[config.mk]
export PLATFORM = sky130hd
export DESIGN_NAME = mux_rr
export DESIGN_NICKNAME = d
export VERILOG_FILES = /design/src/rtl/mux_rr.sv
export SDC_FILE = /design/constraint.sdc
export NUM_CORES = 1
export LEC_CHECK = 0
export CAP_MARGIN = 40
export CORE_MARGIN = 4
export CORE_UTILIZATION = 36
export CTS_CLUSTER_SIZE = 16
export DETAILED_ROUTE_END_ITERATION = 16
export PLACE_DENSITY = 0.81
export SYNTH_ARGS = -nofsm -noshare
export SYNTH_HDL_FRONTEND = slang
export SYNTH_SLANG_ARGS = --single-unit
[constraint.sdc]
create_clock -name clk -period 1.88 [get_ports clk]
set_input_delay 0.376 -clock clk [delete_from_list [all_inputs] [get_ports clk]]
set_output_delay 0.376 -clock clk [all_outputs]
set_load 0.02 [all_outputs]
[src/rtl/mux_rr.sv]
// mux_rr: N-channel registered multiplexer; picks one valid input stream per cycle.
// Latency: one cycle from an accepted input beat to out_valid.
// Backpressure: in_ready stays low while the output register is full and out_ready is low.
//
// Build option: define MUX_RR_EN for round-robin arbitration; otherwise the
// lowest-index valid channel wins. Manual select (man_en/man_sel) is the same
// in both builds.
//
// Ports:
//   clk, rst_n           clock, asynchronous active-low reset
//   in_valid/in_ready    per-channel handshake (CHANNELS bits each)
//   in_data              channel i in bits [i*WIDTH +: WIDTH]
//   man_en, man_sel      forced channel select
//   out_valid/out_ready  output handshake
//   out_data, out_chan   registered beat and its source channel
module mux_rr #(
  parameter int WIDTH    = 8,
  parameter int CHANNELS = 4,
  parameter int SELW     = $clog2(CHANNELS)
) (
  input  logic                      clk,
  input  logic                      rst_n,
  input  logic [CHANNELS-1:0]       in_valid,
  output logic [CHANNELS-1:0]       in_ready,
  input  logic [CHANNELS*WIDTH-1:0] in_data,
  input  logic                      man_en,
  input  logic [SELW-1:0]           man_sel,
  output logic                      out_valid,
  input  logic                      out_ready,
  output logic [WIDTH-1:0]          out_data,
  output logic [SELW-1:0]           out_chan
);

  // live_q holds in_ready low until the first clock edge after reset release.
  logic                live_q, live_d;
  logic                out_valid_q, out_valid_d;
  logic [WIDTH-1:0]    out_data_q, out_data_d;
  logic [SELW-1:0]     out_chan_q, out_chan_d;

  logic                load;
  logic                accept;
  logic                win_found;
  logic [SELW-1:0]     win_idx;
  logic [CHANNELS-1:0] grant;
  logic [WIDTH-1:0]    win_dat;

`ifdef MUX_RR_EN
  logic [SELW-1:0]     ptr_q, ptr_d;
`endif

  // Winner selection: forced channel, or a scan over the valid vector.
  always_comb begin : arbitrate
    logic [SELW-1:0] idx;
    int              sum;
    win_found = 1'b0;
    win_idx   = '0;
    idx       = '0;
    sum       = 0;
    if (man_en) begin
      // Out-of-range selects (non power-of-two CHANNELS) produce no grant.
      if ((int'(man_sel) < CHANNELS) && in_valid[man_sel]) begin
        win_found = 1'b1;
        win_idx   = man_sel;
      end
    end else begin
      for (int i = 0; i < CHANNELS; i++) begin
`ifdef MUX_RR_EN
        // Scan upward from ptr, wrapping explicitly at CHANNELS.
        sum = int'(ptr_q) + i;
        if (sum >= CHANNELS) sum = sum - CHANNELS;
`else
        sum = i;
`endif
        idx = SELW'(sum);
        if (!win_found && in_valid[idx]) begin
          win_found = 1'b1;
          win_idx   = idx;
        end
      end
    end
  end

  // One-hot grant and the winner's data.
  always_comb begin
    grant   = '0;
    win_dat = '0;
    for (int i = 0; i < CHANNELS; i++) begin
      if (win_found && (win_idx == SELW'(i))) begin
        grant[i] = 1'b1;
        win_dat  = in_data[i*WIDTH +: WIDTH];
      end
    end
  end

  assign load     = ~out_valid_q | out_ready;
  assign in_ready = grant & {CHANNELS{load & live_q}};
  assign accept   = |in_ready;

  always_comb begin
    live_d      = 1'b1;
    out_valid_d = out_valid_q;
    out_data_d  = out_data_q;
    out_chan_d  = out_chan_q;
    if (accept) begin
      out_valid_d = 1'b1;
      out_data_d  = win_dat;
      out_chan_d  = win_idx;
    end else if (out_ready) begin
      out_valid_d = 1'b0;
    end
  end

`ifdef MUX_RR_EN
  always_comb begin
    ptr_d = ptr_q;
    if (accept && !man_en) begin
      ptr_d = (win_idx == SELW'(CHANNELS - 1)) ? '0 : win_idx + SELW'(1);
    end
  end
`endif

  always_ff @(posedge clk or negedge rst_n) begin
    if (!rst_n) begin
      live_q      <= 1'b0;
      out_valid_q <= 1'b0;
      out_data_q  <= '0;
      out_chan_q  <= '0;
`ifdef MUX_RR_EN
      ptr_q       <= '0;
`endif
    end else begin
      live_q      <= live_d;
      out_valid_q <= out_valid_d;
      out_data_q  <= out_data_d;
      out_chan_q  <= out_chan_d;
`ifdef MUX_RR_EN
      ptr_q       <= ptr_d;
`endif
    end
  end

  assign out_valid = out_valid_q;
  assign out_data  = out_data_q;
  assign out_chan  = out_chan_q;

endmodule
==> impl_results.md <==
- Seq/Total Area, Yosys: 33.5%
- Cts bufs inserted: 3
- Largest net degree at the start of global routing: 21
- Lkg Pwr: 0.753 nW
- Metal2 WL: 1550 um
- Fin cells: 214
- Clock slew at the register clock pins of the worst setup and hold paths: 0.06 ns
- Post-CTS setup repair buffer count: 0
- Dpl hpwl: 2550 um
- Final Cycle Share: 101%
- Setup TNS: -0.0178 ns
- Synth Area in Compound Gates: 30.4%
- Number of max-cap violations: 0
- Drt wl/cell: ~15 um
- Worst vdd ir: 0.525 mV
- Setup WS post-layout: -0.0144 ns
- PD cells: 576 mW/mm^2
- Sequential Power Share: between 30% and 40%
- Outcome: complete, but fails checks
- Via count: 1146
- # port buffers: 56
- WS Path Type: primary input to output pin
- Number of flops mapped to enable cells by yosys: 0
- Final core utilization: 75.2%
- Routed Antenna Nets: 0
- Worst EP arrival: 1.52 ns
- Root Driver: clkbuf_4
- CP required: ~1.5 ns
- Area Overhead vs Synth: 92.5%
- Total Routing Usage GR: 18.6%
- Cell count after placement: 211
- M1 wire length: between 1000 and 1500 um
- Final hold violation count: 0
- Combinational group share of total power: 51.3%
- Mean post-synth cell area: 8.01 um^2
- Clk sink count: 12
- Vias per cell: 5.36
- Share of cells above drive strength 1: 29.0%
- Number of global-route vias before repair: 1134
- GP Congestion: 0.918
- Synthesis Warnings: 0
- Skew final: 0.00359 ns
- Mapped Cells: 112
- I/O pin count: 57
- ANT cells: 0
- Clock Path Buffers: 2
- CORE AREA: roughly 0.0023 mm^2
- Unique masters post-synth: 31
- DR pass1 iterations: 5
- Worst-path cell chain: clkdlybuf4s50_1 -> nand2b_4 -> nand2_4 -> o21bai_2 -> nor3_2 -> buf_4
- Row count: 17
- Crit end category: output pin
- Adder-Cell Fraction of Synth Area: 0%
- Overflow after GRT: 0
- Full die area: 0.00335 mm^2
- Fmax achieved: 528 MHz
- Slew margin rel.: 62.3%
- Fin. max-slew vios: 0
- Async SR Flop Fraction: 100%
- Met3 WL: 275 um
- Total power: 995 uW
- Pre-CTS setup slack: -0.777 ns
- XOR/XNOR share of the synthesized area: 0%
- Initial Util: 39.1%
- Final setup vio count: 2
- Initial antenna violation count: 0
- Startpoint Class: primary input
- Post-layout min period: roughly 1.9 ns
- Int Power: 656 uW
- Hold-fix buffers, CTS: 0
- Post-synthesis mux area share: 4.04%
- Crit path max fanout: 4
- Number of remaining DRC errors: 0
- Die H: 57.9 um
- 1st-iter DRT viols: 58
- Die X-Extent: around 58 um
- Final Cell Area: 0.00173 mm^2
- Uppermost routed layer: met4
- Clk pwr share: roughly 15%
- Primary FF master, synth: dfrtp_1
- Synthesized area: 897 um^2
- CTS tree: yes
- Wire length of the first global-routing pass: just under 5000 um
- Sw Share: 34.1%
- Total Wirelength: about 3100 um
- Net switching power: 339 uW
- Post-synth net total: 154
- # nets final: 230
- Critical-path top delay cell: clkdlybuf4s50_1
- RSZ-0062 raised after global routing: yes
- Delay of the slowest critical-path stage: between 0.4 and 0.5 ns
- Worst-Skew Late Latency: 0.27 ns
- Actual slew at the worst max-slew pin: 0.565 ns
- Largest family of logic cells by synthesized area: compound AO/OA/AOI/OAI gates
- DP Area: 0.00163 mm^2
- H-tree levels: 1
- #FFs+latches synth: 12
- Simple-gate portion of the synthesized area: 24.1%
- Fin Hold WS: 0.437 ns
- HP Class: primary input to async pin
- Failing checks: setup timing
-- cell type report --
type / count / area, um^2
fill: 171 / 571
multi-input combinational: 85 / 631
clock buffer: 3 / 22.5
sequential: 12 / 300
tap: 28 / 35.0
timing repair buffer: 77 / 704
inverter: 9 / 33.8
-- power groups by stage --
stage / combinational, mW / clock (mW) / sequential [mW]
4_1_cts: 0.502 / 0.152 / 0.336
6_report: 0.510 / 0.149 / 0.336
5_1_grt: 0.546 / 0.166 / 0.343
2_1_floorplan: 0.153 / 0 / 0.402
3_5_place_dp: 0.488 / 0 / 0.339
3_3_place_gp: 0.476 / 0 / 0.337
-- path summary, 6_finish.rpt --
path	cells past startpoint	slack [ns]	end	start
max in group asynchronous	1	1.11	out_data[0]	rst_n
hold / removal	1	0.44	out_data[6]	rst_n
setup reg to reg	5	0.57	out_data[0]	out_valid
hold reg to reg	2	0.49	out_data[6]	out_data[6]
setup / recovery	6	-0.01	in_ready[3]	out_ready
min in group clk	2	0.49	out_data[6]	out_data[6]
-- cells in the final DEF, fill, tap and decap left out, types with 2 or more instances in the layout --
cell type and n:
mux2_4 2, nor3_2 3, o21ai_0 2, o21ai_1 8
nand3_1 8, buf_4 22, clkbuf_4 3, a222oi_1 7
clkdlybuf4s15_2 2, nor3_1 2, buf_2 2, nor2_1 2
inv_1 9, buf_6 3, dfrtp_1 12, dlygate4sd2_1 2
clkdlybuf4s50_1 45, o221ai_1 7, and2_4 3, nand2_1 19
-- cell usage after synthesis, types with 2 or more instances --
master    count  area share [%]
o21ai_0       3             1.7
nor2b_1       2             1.4
nor3_1        5             2.8
a222oi_1      7             7.8
o221ai_1      7             6.8
nand3_1       9             5.0
nor2_1        3             1.3
o21ai_1       9             5.0
dfrtp_1      12              33
inv_1         9             3.8
and2_1        3             2.1
buf_2         3             1.7
nand2_1      21             8.8
clkbuf_1      2            0.84
-- critical path, delay by kind of cell --
kind	cells	cell delay, ns
buf+inv	2	0.62
compound gates	1	0.21
simple gates	3	0.31
-- what timing repair did --
| item | CTS | global route |
|---|---|---|
| resized for setup | 55 | 13 |
| endpoints found under the setup margin | 14 | 11 |
| pin swaps | 9 | 3 |
-- sequential cells by signal, summed over array words and instances, names as in the netlist --
signal	count
out_valid	1
live_q	1
out_chan	2
out_data	8
-- layer usage --
| metal | track usage [%] | vias up |
|---|---|---|
| li1 | - | 568 |
| met1 | 23.3 | 523 |
| met2 | 32.1 | 50 |
| met3 | 3.56 | 5 |
| met4 | 5.96 | 0 |
| met5 | 0 | - |
-- cells by family (layout without fill, tap and decap cells) --
| logic type | Yosys count | count (layout) |
|---|---|---|
| simple gates | 47 | 47 |
| compound gates | 34 | 34 |
| buf+inv | 15 | 89 |
| flops | 12 | 12 |
| mux | 3 | 3 |
| other cells | 1 | 1 |
Note: power is estimated with default switching activity, not from simulation.
==> RTL edit: new RTL, same flow settings <==
Reset style: synchronous (`rst_n`), changed in one clocked block. Comments in the files are not updated.
--- a/src/rtl/mux_rr.sv
+++ b/src/rtl/mux_rr.sv
@@ -120,5 +120,5 @@
 `endif
 
-  always_ff @(posedge clk or negedge rst_n) begin
+  always_ff @(posedge clk) begin
     if (!rst_n) begin
       live_q      <= 1'b0;
Check against the original RTL: differs if rst_n is asserted again (counterexample within 4 cycles, from zero or initial values and one cycle with rst_n low); with rst_n held inactive, the same outputs for 10 cycles.
==> RTL edit against the unedited design <==
Fmax is 0.16% higher. Sequential cell count stayed put. Routed wire length is 6.4% higher. Combinational power is 24% lower. The run still ends with setup timing left. Critical path type unchanged. Cell area is 0.65% lower. Worst setup slack better by 0.0030 ns. Power is 17% lower. Critical path depth is 1 higher. Count of clock-buffer cells in the layout stayed put. Register-to-register slack better by 0.02 ns. Area after synthesis is 3.6% lower.
==> RTL edit: results (changes against the unedited design) <==
| Metric | Value |
|---|---|
| Failing checks | setup timing |
| Met3 Use GR | 0.0520 (+0.0164) |
| Final worst slack | -0.0114 ns (+0.00304 ns) |
| Hold slack | 0.471 ns (+0.0344 ns) |
| Result of the run | finished with violations |
| Setup slack at placement | -1.01 ns (-0.234 ns) |
| Post-synth cell types | 28 (-9.7%) |
| Largest net degree at the start of global routing | 14 (-33%) |
| Initial DRC count | 25 (-57%) |
| Wire length of the first global-routing pass | 5350 um (+7.6%) |
| P_leak | 0.696 nW (-7.6%) |
| R2r setup slk | 0.59 ns (+0.02 ns) |
| Ranking of synthesized cells by area | dfxtp_1 28%, a21oi_1 8.1%, a221o_1 8.1% |
| Slowest cell on the critical path | o311a_4 |
| Final #Nets | 221 (-3.9%) |
| Placed Area | 1610 sq um (-0.85%) |
| HP Class | flip-flop to flip-flop |
| Synth top cells by count | 14 x a21oi_1, 12 x dfxtp_1, 8 x o2bb2ai_1 |
| Reg2reg start | out_valid |
| Filler cells | 169 (-1.2%) |
| Vias in the first global route | 1227 (+8.2%) |
| Worst VDD drop | 0.383 mV (-27%) |
| RR Endpoint | out_data[5] |
| DR vias | 1142 (-0.35%) |
| Syn nets | 139 (-9.7%) |
| RD Place Congestion | 0.820 (-11%) |
| Sequential fraction of the synthesis area | 0.278 (-0.0569) |
| Hpwl dp | 2620 um (+2.5%) |
| WL/cell | 16.2 um (+11%) |
| Share of flip-flops with an asynchronous set or reset | 0 (-1.00) |
| Tot GR Track Use | 0.207 (+0.0203) |
| Setup-failing EPs final | 1 (-1) |
| Share of layout cells above drive strength 1 | 0.350 (+0.0600) |
-- RTL edit: worst max-delay path by stage --
stage,startpoint,cells past startpoint,end,slack [ns]
2_1_floorplan,man_sel[0],6,in_ready[1],-0.02
3_3_place_gp,in_valid[3],6,in_ready[0],-1.01
3_5_place_dp,man_sel[0],7,in_ready[1],-1.01
4_1_cts,man_sel[0],7,in_ready[1],-0.04
5_1_grt,man_sel[0],7,in_ready[1],-0.07
6_report,in_valid[1],7,in_ready[1],-0.01
-- RTL edit: layout make-up --
type	instances	area (sq um)	area share
Sequential cell	12	240	0.140
Clock buffer	3	22.5	0.0131
Timing Repair Buffer	85	761	0.443
Tap cell	28	35.0	0.0204
Inverter	2	7.51	0.00438
Multi-Input combinational cell	75	649	0.379
-- RTL edit: routing by layer --
layer | share of wire | up-vias
li1 | - | 538
met1 | 0.36 | 537
met2 | 0.55 | 53
met3 | 0.062 | 14
met4 | 0.033 | 0
met5 | 0 | -
-- RTL edit: cells by family (layout without fill, tap and decap cells) --
| family | after synthesis | count (layout) | synth area share |
|---|---|---|---|
| buffers and inverters | 10 | 90 | 0.0637 |
| AO/OA/AOI/OAI | 43 | 43 | 0.415 |
| AND/OR/NAND/NOR | 27 | 27 | 0.171 |
| flip-flops | 12 | 12 | 0.278 |
| multiplexers | 5 | 5 | 0.0724 |
-- RTL edit: through the flow --
step                instances  setup TNS [ns]
detailed placement        198          -10.17
finish                    205         -0.0114
global route              205          -0.100
CTS                       204         -0.0713
global placement          197          -10.15
floorplan                  97         -0.0264
-- RTL edit: power by group --
| part | leakage, nW | switching, mW | total, mW | internal [mW] |
|---|---|---|---|---|
| registers | 0.0985 | 0.0102 | 0.284 | 0.273 |
| logic | 0.583 | 0.163 | 0.387 | 0.224 |
| clock network | 0.0138 | 0.0779 | 0.152 | 0.0740 |
-- RTL edit: repair_timing --
item | 4_1_cts | 5_1_grt
buffers inserted | 3 | 1
pin swaps | 5 | 8
setup endpoints to repair | 14 | 3
hold endpoints to repair | 0 | 0
hold buffers | 0 | 0
gates resized for setup | 58 | 16
-- RTL edit: worst max-delay path, delay by kind of cell --
| kind | cells | cell delay, ns |
|---|---|---|
| AOI/OAI and AO/OA | 2 | 0.39 |
| buffers and inverters | 2 | 0.29 |
| muxes | 1 | 0.16 |
| and+or+nand+nor | 2 | 0.29 |
